### config.mk
export PLATFORM = sky130hd
export DESIGN_NAME = decode_pipe_stage
export DESIGN_NICKNAME = d
export VERILOG_FILES = /design/src/rtl/decode_pipe_stage.sv
export SDC_FILE = /design/constraint.sdc
export NUM_CORES = 1
export LEC_CHECK = 0
export ABC_AREA = 1
export CAP_MARGIN = 20
export CORE_UTILIZATION = 45
export CTS_CLUSTER_DIAMETER = 50
export CTS_CLUSTER_SIZE = 12
export DETAILED_ROUTE_END_ITERATION = 8
export PLACE_DENSITY = 0.84
export SLEW_MARGIN = 30
export SYNTH_ARGS = -nofsm -noshare
export SYNTH_HDL_FRONTEND = slang
export SYNTH_SLANG_ARGS = --single-unit
export TNS_END_PERCENT = 50
### constraint.sdc
create_clock -name clk -period 4.4 [get_ports clk]
set_clock_uncertainty 0.05 [all_clocks]
set_input_delay 1.32 -clock clk [delete_from_list [all_inputs] [get_ports clk]]
set_output_delay 1.32 -clock clk [all_outputs]
set_load 0.02 [all_outputs]
### src/rtl/decode_pipe_stage.sv
// decode_pipe_stage: registered, handshaked MAK-8 instruction-decode stage.
// Decodes each accepted 16-bit instruction into fields and controls held in an
// output register. Provides load-use bubble insertion, flush, sticky halt and a
// saturating hazard stall counter.
// Build option: define DECODE_ILLEGAL_TRAP_EN to flag opcodes 1010-1101 and 1111
// as illegal (id_illegal = 1) and halt on them; otherwise they decode as NOPs.
module decode_pipe_stage #(
    parameter int unsigned DATA_W = 16,
    parameter int unsigned PC_W   = 8,
    parameter int unsigned CNT_W  = 8
) (
    input  logic              clk,
    input  logic              rst_n,
    input  logic              if_valid,
    output logic              if_ready,
    input  logic [15:0]       if_instr,
    input  logic [PC_W-1:0]   if_pc,
    input  logic              flush,
    output logic              id_valid,
    input  logic              id_ready,
    output logic [PC_W-1:0]   id_pc,
    output logic [3:0]        id_opcode,
    output logic [2:0]        id_rd,
    output logic [2:0]        id_rs1,
    output logic [2:0]        id_rs2,
    output logic [DATA_W-1:0] id_imm_ext,
    output logic [2:0]        id_branch_cond,
    output logic [2:0]        id_alu_op,
    output logic              id_alu_src,
    output logic              id_reg_write,
    output logic              id_mem_read,
    output logic              id_mem_write,
    output logic              id_mem_to_reg,
    output logic              id_branch,
    output logic              id_jump,
    output logic              id_halt,
    output logic              id_illegal,
    output logic              halted,
    output logic [CNT_W-1:0]  stall_cnt
);

    typedef enum logic [3:0] {
        OP_RTYPE = 4'h0,
        OP_ADDI  = 4'h1,
        OP_SUBI  = 4'h2,
        OP_ANDI  = 4'h3,
        OP_ORI   = 4'h4,
        OP_XORI  = 4'h5,
        OP_LUI   = 4'h6,
        OP_LDB   = 4'h7,
        OP_STB   = 4'h8,
        OP_BR    = 4'h9,
        OP_HLT   = 4'hE
    } opcode_e;

    typedef struct packed {
        logic [PC_W-1:0]   pc;
        logic [3:0]        opcode;
        logic [2:0]        rd;
        logic [2:0]        rs1;
        logic [2:0]        rs2;
        logic [DATA_W-1:0] imm;
        logic [2:0]        branch_cond;
        logic [2:0]        alu_op;
        logic              alu_src;
        logic              reg_write;
        logic              mem_read;
        logic              mem_write;
        logic              mem_to_reg;
        logic              branch;
        logic              jump;
        logic              halt;
    } dec_t;

    dec_t              dec;
    dec_t              id_q;
    logic              id_valid_q;
    logic              halted_q;
    logic [CNT_W-1:0]  stall_q;
    logic              reads_rs1;
    logic              reads_rs2;
    logic              hazard;
    logic              accept;
    logic              trap;
    logic [DATA_W-1:0] imm_sext;
    logic [2:0]        cond;

    assign imm_sext = DATA_W'($signed(if_instr[5:0]));
    assign cond     = if_instr[11:9];

    // Decode the incoming instruction word and note which registers it reads
    always_comb begin
        dec         = '0;
        reads_rs1   = 1'b0;
        reads_rs2   = 1'b0;
        dec.pc      = if_pc;
        dec.opcode  = if_instr[15:12];
        dec.rd      = if_instr[11:9];
        dec.rs1     = if_instr[8:6];
        case (if_instr[15:12])
            OP_RTYPE: begin
                dec.rs2       = if_instr[5:3];
                dec.reg_write = 1'b1;
                dec.alu_op    = if_instr[2:0];
                reads_rs1     = 1'b1;
                reads_rs2     = 1'b1;
            end
            OP_ADDI, OP_SUBI, OP_ANDI, OP_ORI, OP_XORI: begin
                dec.imm       = imm_sext;
                dec.reg_write = 1'b1;
                dec.alu_src   = 1'b1;
                dec.alu_op    = if_instr[14:12] - 3'd1;
                reads_rs1     = 1'b1;
            end
            OP_LUI: begin
                dec.imm       = imm_sext;
                dec.reg_write = 1'b1;
                dec.alu_src   = 1'b1;
                dec.alu_op    = 3'b110;
                reads_rs1     = 1'b1;
            end
            OP_LDB: begin
                dec.imm        = imm_sext;
                dec.reg_write  = 1'b1;
                dec.alu_src    = 1'b1;
                dec.mem_read   = 1'b1;
                dec.mem_to_reg = 1'b1;
                reads_rs1      = 1'b1;
            end
            OP_STB: begin
                // store data register sits in the rd field
                dec.rs2       = if_instr[11:9];
                dec.imm       = imm_sext;
                dec.alu_src   = 1'b1;
                dec.mem_write = 1'b1;
                reads_rs1     = 1'b1;
                reads_rs2     = 1'b1;
            end
            OP_BR: begin
                dec.imm         = imm_sext;
                dec.branch_cond = cond;
                dec.branch      = ~cond[2];
                dec.jump        = cond[2];
                dec.reg_write   = (cond == 3'b101);
                reads_rs1       = ~cond[2];
            end
            OP_HLT: begin
                dec.halt = 1'b1;
            end
            default: ;
        endcase
    end

`ifdef DECODE_ILLEGAL_TRAP_EN
    logic illegal_d;
    logic illegal_q;
    assign illegal_d  = (if_instr[15:12] >= 4'hA) && (if_instr[15:12] != 4'hE);
    assign trap       = dec.halt | illegal_d;
    assign id_illegal = illegal_q;

    // Register the illegal flag alongside the decoded instruction
    always_ff @(posedge clk or negedge rst_n) begin
        if (!rst_n) begin
            illegal_q <= 1'b0;
        end else if (accept) begin
            illegal_q <= illegal_d;
        end
    end
`else
    assign trap       = dec.halt;
    assign id_illegal = 1'b0;
`endif

    // Load-use: the held load writes a register the incoming instruction reads
    assign hazard = id_valid_q & id_q.mem_read &
                    ((reads_rs1 & (dec.rs1 == id_q.rd)) |
                     (reads_rs2 & (dec.rs2 == id_q.rd)));

    assign if_ready = rst_n & ~halted_q & ~flush & ~hazard & (~id_valid_q | id_ready);
    assign accept   = if_valid & if_ready;

    // Output register: load on accept, drop valid on flush or drain
    always_ff @(posedge clk or negedge rst_n) begin
        if (!rst_n) begin
            id_valid_q <= 1'b0;
            id_q       <= '0;
        end else if (accept) begin
            id_valid_q <= 1'b1;
            id_q       <= dec;
        end else if (flush || id_ready) begin
            id_valid_q <= 1'b0;
        end
    end

    // Sticky halt, set when a halting instruction is accepted
    always_ff @(posedge clk or negedge rst_n) begin
        if (!rst_n) begin
            halted_q <= 1'b0;
        end else if (accept && trap) begin
            halted_q <= 1'b1;
        end
    end

    // Saturating count of cycles a presented instruction is blocked by a hazard
    always_ff @(posedge clk or negedge rst_n) begin
        if (!rst_n) begin
            stall_q <= '0;
        end else if (if_valid && hazard && (stall_q != '1)) begin
            stall_q <= stall_q + CNT_W'(1);
        end
    end

    assign id_valid       = id_valid_q;
    assign id_pc          = id_q.pc;
    assign id_opcode      = id_q.opcode;
    assign id_rd          = id_q.rd;
    assign id_rs1         = id_q.rs1;
    assign id_rs2         = id_q.rs2;
    assign id_imm_ext     = id_q.imm;
    assign id_branch_cond = id_q.branch_cond;
    assign id_alu_op      = id_q.alu_op;
    assign id_alu_src     = id_q.alu_src;
    assign id_reg_write   = id_q.reg_write;
    assign id_mem_read    = id_q.mem_read;
    assign id_mem_write   = id_q.mem_write;
    assign id_mem_to_reg  = id_q.mem_to_reg;
    assign id_branch      = id_q.branch;
    assign id_jump        = id_q.jump;
    assign id_halt        = id_q.halt;
    assign halted         = halted_q;
    assign stall_cnt      = stall_q;

endmodule

==> summary.md, run 1 <==
| Metric | Value |
|---|---|
| Status | `finished clean` |
| Slew HR | `0.600` |
| Synth top area cells | `dfrtp_1 (45%), nand2_1 (15%), nand4_1 (9.8%)` |
| Pwr Density | `between 200 and 250 nW/µm²` |
| Syn nets | `roughly 380` |
| Largest family of logic cells by synthesized area | `simple AND/OR/NAND/NOR gates` |
| Fraction of the cycle the final worst path needs | `0.944` |
| CTS Buffer Depth | `2` |
| Slowest stage delay, CP | `approximately 180 ps` |
| CP max FO | `6` |
| Syn_area_per_cell | `around 8.1 µm²` |
| Primary FF master, synth | `dfrtp_1` |
| Global-route wire length before repair | `12100 µm` |
| Setup crit end kind | `output port` |
| Core Util, Final | `0.674` |
| N_diodes | `0` |
| Max IR drop VDD | `around 0.18 mV` |
| Largest net degree at the start of global routing | `50` |
| Cell Rows | `28` |
| I/O pin cnt | `between 90 and 100` |
| Buf+Inv Stages, Crit Path | `4` |
| CTS tree | `yes` |
| Synthesized area | `roughly 2700 µm²` |
| Fin crit period | `a little over 4000 ps` |
| Drt pass-1 iters | `7` |
| Worst setup margin | `246 ps` |
| Initial Utilization | `0.464` |
| Place WS | `-622 ps` |
| Slowest CP cell | `ha_4` |
| Tightest Hold Check Type | `flop to flop` |
| Clock root cell | `clkbuf_8` |
| CTS H-tree lvls | `2` |
| LEAKAGE | `around 0.002 µW` |
| # DRC | `0` |
| Synth Area in Adders | `0.0273` |
| Yosys reg bits | `between 40 and 50` |
| Sequential Power Share | `0.503` |
| CP Launch Type | `primary input` |
| Grt ovf | `0` |
| Post-CTS Hold Fix Bufs | `0` |
| Initial antenna violation count | `0` |
| R2r setup slk | `approximately 2300 ps` |
| Worst Path Arrival | `approximately 2800 ps` |
| Share of the synthesized area in the top cell type | `0.446` |
| Routed wire length | `approximately 7500 µm` |
| Synth Area in Simple Gates | `0.333` |
| Worst slew pin tran | `roughly 600 ps` |
| Post-synth cell types | `30` |
| Syn Inst Count | `approximately 340` |
| CTS clk-pin slew, worst paths | `around 90 ps` |
| Via density | `5.40` |
| PortBufs | `90` |
| CTS Buf Count | `5` |
| Clock sink count | `49` |
| RSZ-0062 raised after global routing | `false` |
| Final setup vio count | `0` |
| Share of post-route cells with drive strength above 1 | `0.160` |
| Leading area contributor after synthesis | `dfrtp_1` |
| Die ar. | `approximately 6400 µm²` |
| Cell Int Power | `686 µW` |
| Post-synthesis compound-gate area fraction | `0.0505` |
| Dpl hpwl | `~5000 µm` |
| YS warnings | `0` |
| Placer Congestion | `0.913` |
| Fmax | `between 200 and 250 MHz` |
| Post-synth top cells | `nand2_1 (108), dfrtp_1 (49), nand4_1 (43)` |
| Starting DRT DRC Count | `between 200 and 250` |
| DR vias | `about 2800` |
| Wirelength per Cell | `approximately 14 µm` |
| Critical path's top delay family | `simple AND/OR/NAND/NOR gates` |
| Post-synthesis sequential area ratio | `0.446` |
| Max-cap violations | `0` |
| Via count of the first global-routing pass | `roughly 2600` |
| Hold Slack | `427 ps` |
| NumNets Final | `between 400 and 500` |
| Crit-path most repeated cell | `nand2_1` |
| Clock latency on the worst-skew pair | `300 ps` |
| Die width | `between 80 and 90 µm` |
| CP required | `3030 ps` |
| Clock Power Share | `0.373` |
| Setup CP Type | `primary input to output port` |
| Slew Viols, Final | `0` |
| Die Y | `80.2 µm` |
| Placed insts | `between 500 and 600` |
| Most common cell in the netlist | `nand2_1` |
| Logic pwr share | `0.124` |
| Net switching power figure | `about 210 µW` |
| Mux cell area share after synthesis | `0` |
| Post-route ant nets | `0` |
| Synth Area in XOR/XNOR | `0.0287` |
| Sw Ratio | `0.233` |
| Gr usage total | `0.242` |
| Core area | `about 6000 µm²` |
| Critical path cell sequence | `dlymetal6s2s_1, inv_2, ha_4, buf_4, nand4_1, nand3_1, nand2_1, nor2_1, nand2_1, nand2_4, a21boi_2, buf_6` |
| Async set-or-reset flop fraction in the synthesized netlist | `1.00` |
| EDFF count, synth | `0` |
| P&R area growth vs syn | `45.2%` |
| Cell Count, Final, Fillers Out | `518` |
| Hold Fails Final Rpt | `0` |
-- power by group through the flow --
stage / registers [µW] / logic (µW) / clock network, µW
2_1_floorplan: 459 / 37.2 / 0
3_3_place_gp: 459 / 96.2 / 0
3_5_place_dp: 459 / 98.3 / 0
4_1_cts: 450 / 103 / 342
5_1_grt: 450 / 121 / 359
6_report: 450 / 111 / 333
-- worst register-to-register path, delay by kind of cell (launching register included) --
| kind | cells | cell delay [ps] |
|---|---|---|
| flip-flops | 1 | 410 |
| buffers and inverters | 3 | 480 |
| AND/OR/NAND/NOR | 9 | 1040 |
-- metal layers --
layer | share of wire | global-route usage | up-vias
met3 | 0.080 | 0.0227 | 18
met5 | 0 | 0 | -
li1 | - | - | 1315
met4 | 0.020 | 0.0696 | 0
met2 | 0.49 | 0.432 | 147
met1 | 0.41 | 0.309 | 1319
-- cell families after synthesis --
| logic type | Yosys count |
|---|---|
| XOR/XNOR | 9 |
| buffers and inverters | 60 |
| AND/OR/NAND/NOR | 192 |
| flip-flops | 49 |
| adder cells (fa/ha/maj) | 6 |
| other | 1 |
| AO/OA/AOI/OAI | 24 |
-- cell usage in the layout (no fill, tap or decap), drive strengths merged --
| master | Yosys | final |
|---|---|---|
| clkbuf | 8 | 6 |
| dfrtp | 49 | 49 |
| a31oi | 2 | 2 |
| ha | 6 | 6 |
| nor3 | 3 | 3 |
| xnor2 | 4 | 4 |
| nor2 | 14 | 14 |
| and3 | 1 | 1 |
| nand3 | 19 | 19 |
| a21oi | 4 | 4 |
| o21ai | 11 | 11 |
| clkinvlp | 0 | 1 |
| nand4 | 43 | 43 |
| inv | 28 | 28 |
| or2 | 1 | 1 |
| buf | 24 | 38 |
| dlymetal6s2s | 0 | 4 |
| bufinv | 0 | 1 |
| xor2 | 5 | 5 |
| a21boi | 5 | 5 |
| clkdlybuf4s50 | 0 | 84 |
| o22ai | 1 | 1 |
| o211ai | 1 | 1 |
| conb | 1 | 1 |
| nand2 | 111 | 111 |
-- final cells by class --
type / instances / area [µm²]
fill: 480 / 1930
multi-input combinational: 232 / 1270
sequential: 49 / 1230
timing repair buffer: 126 / 1180
inverter: 28 / 105
tap: 75 / 93.8
clock buffer: 6 / 82.6
clock inverter: 2 / 37.5
-- through the flow --
| stage | setup TNS, ps | cell area, µm² | total power, µW |
|---|---|---|---|
| 2_1_floorplan | 0 | 2750 | 496 |
| 3_3_place_gp | -545 | 3760 | 555 |
| 3_5_place_dp | -622 | 3760 | 557 |
| 4_1_cts | 0 | 3900 | 894 |
| 5_1_grt | 0 | 3990 | 929 |
| 6_report | 0 | 3990 | 894 |
-- worst paths after layout --
kind                                      to  cells past startpoint         start
max                                 if_ready                     12  if_instr[13]
min                                 id_pc[0]                      2      id_pc[0]
max reg2reg                     id_opcode[3]                     12      id_rd[0]
min reg2reg                         id_pc[0]                      2      id_pc[0]
max in group asynchronous  id_branch_cond[1]                      2         rst_n
min in group asynchronous           id_pc[4]                      2         rst_n
-- what timing repair did --
item                                   4_1_cts  5_1_grt
pin swaps                                    1        8
endpoints found under the hold margin        0        0
setup buffers                                0        6
setup endpoints to repair                    1        1
gates resized for setup                     14       16
cloned                                       0        1
Power figures use the tool's default switching activity.
==> run 2: changes to the inputs <==
--- a/config.mk
+++ b/config.mk
@@ -6,12 +6,15 @@
 export NUM_CORES = 1
 export LEC_CHECK = 0
 export ABC_AREA = 1
+export ABC_CLOCK_PERIOD_IN_PS = 4400
 export CAP_MARGIN = 20
-export CORE_UTILIZATION = 45
+export CELL_PAD_IN_SITES_DETAIL_PLACEMENT = 2
+export CELL_PAD_IN_SITES_GLOBAL_PLACEMENT = 2
+export CORE_UTILIZATION = 27
 export CTS_CLUSTER_DIAMETER = 50
 export CTS_CLUSTER_SIZE = 12
 export DETAILED_ROUTE_END_ITERATION = 8
-export PLACE_DENSITY = 0.84
+export PLACE_DENSITY = 0.89
 export SLEW_MARGIN = 30
 export SYNTH_ARGS = -nofsm -noshare
 export SYNTH_HDL_FRONTEND = slang
==> run 2 against run 1 <==
Net effect:
- combinational power grew 5%
- first-iteration DRC count shrank 61%
- largest cell class unchanged
- hold slack gained 11 ps
==> summary.md, run 2 (synthesis gave the netlist of run 1 again) <==
| Metric | Value |
|---|---|
| Placed insts | `559 (was 503)` |
| R2R depth | `12 (unchanged)` |
| Pwr Density | `235 nW/µm² (was 224 nW/µm²)` |
| Most common cell after layout, fill and taps aside | `nand2_1 (unchanged)` |
| Wirelength per Cell | `18.2 µm (was 14.4 µm)` |
| CTS Buffer Depth | `2 (unchanged)` |
| Cell Rows | `36 (was 28)` |
| Die ar. | `10600 µm² (was 6420 µm²)` |
| Initial antenna violation count | `0 (unchanged)` |
| Crit Reg-Reg Startpoint | `id_rd[0] (unchanged)` |
| Slew HR | `0.553 (was 0.600)` |
| CTS clk-pin slew, worst paths | `90 ps (about the same)` |
| Tightest Hold Check Type | `flop to flop (unchanged)` |
| Placer Congestion | `0.869 (was 0.913)` |
| Starting DRT DRC Count | `81 (was 208)` |
| Clock root cell | `clkbuf_8 (unchanged)` |
| Die Y | `103 µm (was 80.2 µm)` |
| Clock latency on the worst-skew pair | `310 ps (was 300 ps)` |
| Place WS | `-898 ps (was -622 ps)` |
| Grt ovf | `0 (unchanged)` |
| Largest net degree at the start of global routing | `50 (unchanged)` |
| Setup crit end kind | `output port (unchanged)` |
| RSZ-0062 raised after global routing | `false (unchanged)` |
| P&R area growth vs syn | `48.1% (was 45.2%)` |
| Via density | `4.90 (was 5.40)` |
| CTS Buf Count | `5 (unchanged)` |
| RR Endpoint | `id_opcode[0] (was id_opcode[3])` |
| Dpl hpwl | `7400 µm (was 5120 µm)` |
| Hold Fails Final Rpt | `0 (unchanged)` |
| Global-route wire length before repair | `16500 µm (was 12100 µm)` |
| Fin crit period | `4290 ps (was 4150 ps)` |
| Post-CTS Hold Fix Bufs | `0 (unchanged)` |
| Share of post-route cells with drive strength above 1 | `0.157 (was 0.160)` |
| Initial Utilization | `0.280 (was 0.464)` |
| Die width | `103 µm (was 80.2 µm)` |
| I/O pin cnt | `92 (unchanged)` |
| Fill cells | `1123 (was 480)` |
| Status | `finished clean (unchanged)` |
| CP max FO | `10 (was 6)` |
| Cell Count, Final, Fillers Out | `573 (was 518)` |
| CP required | `3030 ps (about the same)` |
| Gr usage total | `0.204 (was 0.242)` |
| Core Util, Final | `0.415 (was 0.674)` |
| NumNets Final | `474 (was 477)` |
| Most frequent cells in the layout | `nand2_1 (107), clkdlybuf4s50_1 (84), dfrtp_1 (49), nand4_1 (43), buf_4 (31) (was nand2_1 (107), clkdlybuf4s50_1 (84), dfrtp_1 (49), nand4_1 (43), buf_4 (34))` |
| Fraction of the cycle the final worst path needs | `0.976 (was 0.944)` |
| Drt pass-1 iters | `4 (was 7)` |
| CTS tree | `yes (unchanged)` |
| PortBufs | `90 (unchanged)` |
| Core area | `9820 µm² (was 5920 µm²)` |
| R2r setup slk | `2180 ps (was 2320 ps)` |
| Via count of the first global-routing pass | `3087 (was 2590)` |
| Hold path depth | `2 (unchanged)` |
| Fmax | `233 MHz (was 241 MHz)` |
| Post-route ant nets | `0 (unchanged)` |
| Worst Path Arrival | `2920 ps (was 2780 ps)` |
| Max-cap violations | `0 (unchanged)` |
| Worst slew pin tran | `671 ps (was 601 ps)` |
| # DRC | `0 (unchanged)` |
| DR vias | `2808 (was 2799)` |
| Slew Viols, Final | `0 (unchanged)` |
| Setup CP Type | `primary input to output port (unchanged)` |
| N_diodes | `0 (unchanged)` |
| Hold endpoint | `id_halt (was id_pc[0])` |
| Worst setup margin | `107 ps (was 246 ps)` |
| LEAKAGE | `0.00195 µW (was 0.00197 µW)` |
| Hold Path Origin | `id_halt (was id_pc[0])` |
| Max IR drop VDD | `0.118 mV (was 0.175 mV)` |
| Routed wire length | `10400 µm (was 7480 µm)` |
| CTS H-tree lvls | `2 (unchanged)` |
| Clock sink count | `49 (unchanged)` |
| Final setup vio count | `0 (unchanged)` |
| CP Launch Type | `primary input (unchanged)` |
[run 2: cell count changes in the layout (fill, tap and decap cells not counted), sizes merged]
cell          before  now
buf               38   35
bufinv             1    2
clkbuf             6    5
clkinv             0    1
clkinvlp           1    0
dlygate4sd2        0    3
dlymetal6s2s       4    1
[run 2: repair_timing]
| action | in CTS | in global routing |
|---|---|---|
| setup endpoints to repair | 1 | 1 |
| gates resized for setup | 24 | 6 |
| buffers inserted | 5 | 1 |
| pin swaps | 8 | 4 |
| endpoints found under the hold margin | 0 | 0 |
[run 2: stage by stage]
| stage | TNS [ps] | total power [µW] | hold slack (ps) | area (µm²) |
|---|---|---|---|---|
| global route | 0 | 995 | 463 | 4070 |
| detailed placement | -898 | 563 | 416 | 3830 |
| global placement | -666 | 559 | 406 | 3830 |
| floorplan | 0 | 496 | 528 | 2750 |
| CTS | 0 | 968 | 441 | 4040 |
| finish | 0 | 957 | 438 | 4070 |
[run 2: cell type report]
| class | instances | area, µm² | area share |
|---|---|---|---|
| clock buffer | 5 | 68.8 | 0.0169 |
| tap | 133 | 166 | 0.0409 |
| inverter | 28 | 105 | 0.0258 |
| multi-input combinational | 232 | 1280 | 0.314 |
| timing repair buffer | 123 | 1160 | 0.285 |
| clock inverter | 3 | 65.1 | 0.0160 |
| sequential | 49 | 1230 | 0.301 |
[run 2: per-layer routing]
layer	track usage	vias up	wire length (µm)
li1	-	1308	-
met1	0.254	1413	4300
met2	0.375	75	5530
met3	0.0258	12	447
met4	0.0433	0	137
met5	0	-	0
[run 2: report_power, final]
part | internal, µW | total (µW) | switching (µW) | leakage [µW]
sequential | 450 | 450 | 0 | 0.000680
combinational | 52.1 | 117 | 64.7 | 0.00120
clock | 226 | 390 | 164 | 0.0000681
total | 728 | 957 | 229 | 0.00195
[run 2: worst max-delay path, stage by stage]
cell and delay (ps):
dlygate4sd2_1 250, inv_2 120, ha_4 240, inv_1 80, nor2_1 160, nand2_1 120
nand2_1 110, nor2_1 70, nand2_1 100, nand2_2 70, nand2_4 90, a21boi_4 60
buf_6 140
[run 2: worst max-delay path by stage]
stage | startpoint | endpoint | slack, ps
2_1_floorplan | if_instr[12] | if_ready | 270
3_3_place_gp | if_instr[12] | if_ready | -670
3_5_place_dp | if_instr[12] | if_ready | -900
4_1_cts | if_instr[15] | if_ready | 2
5_1_grt | if_instr[13] | if_ready | 30
6_report | if_instr[13] | if_ready | 110
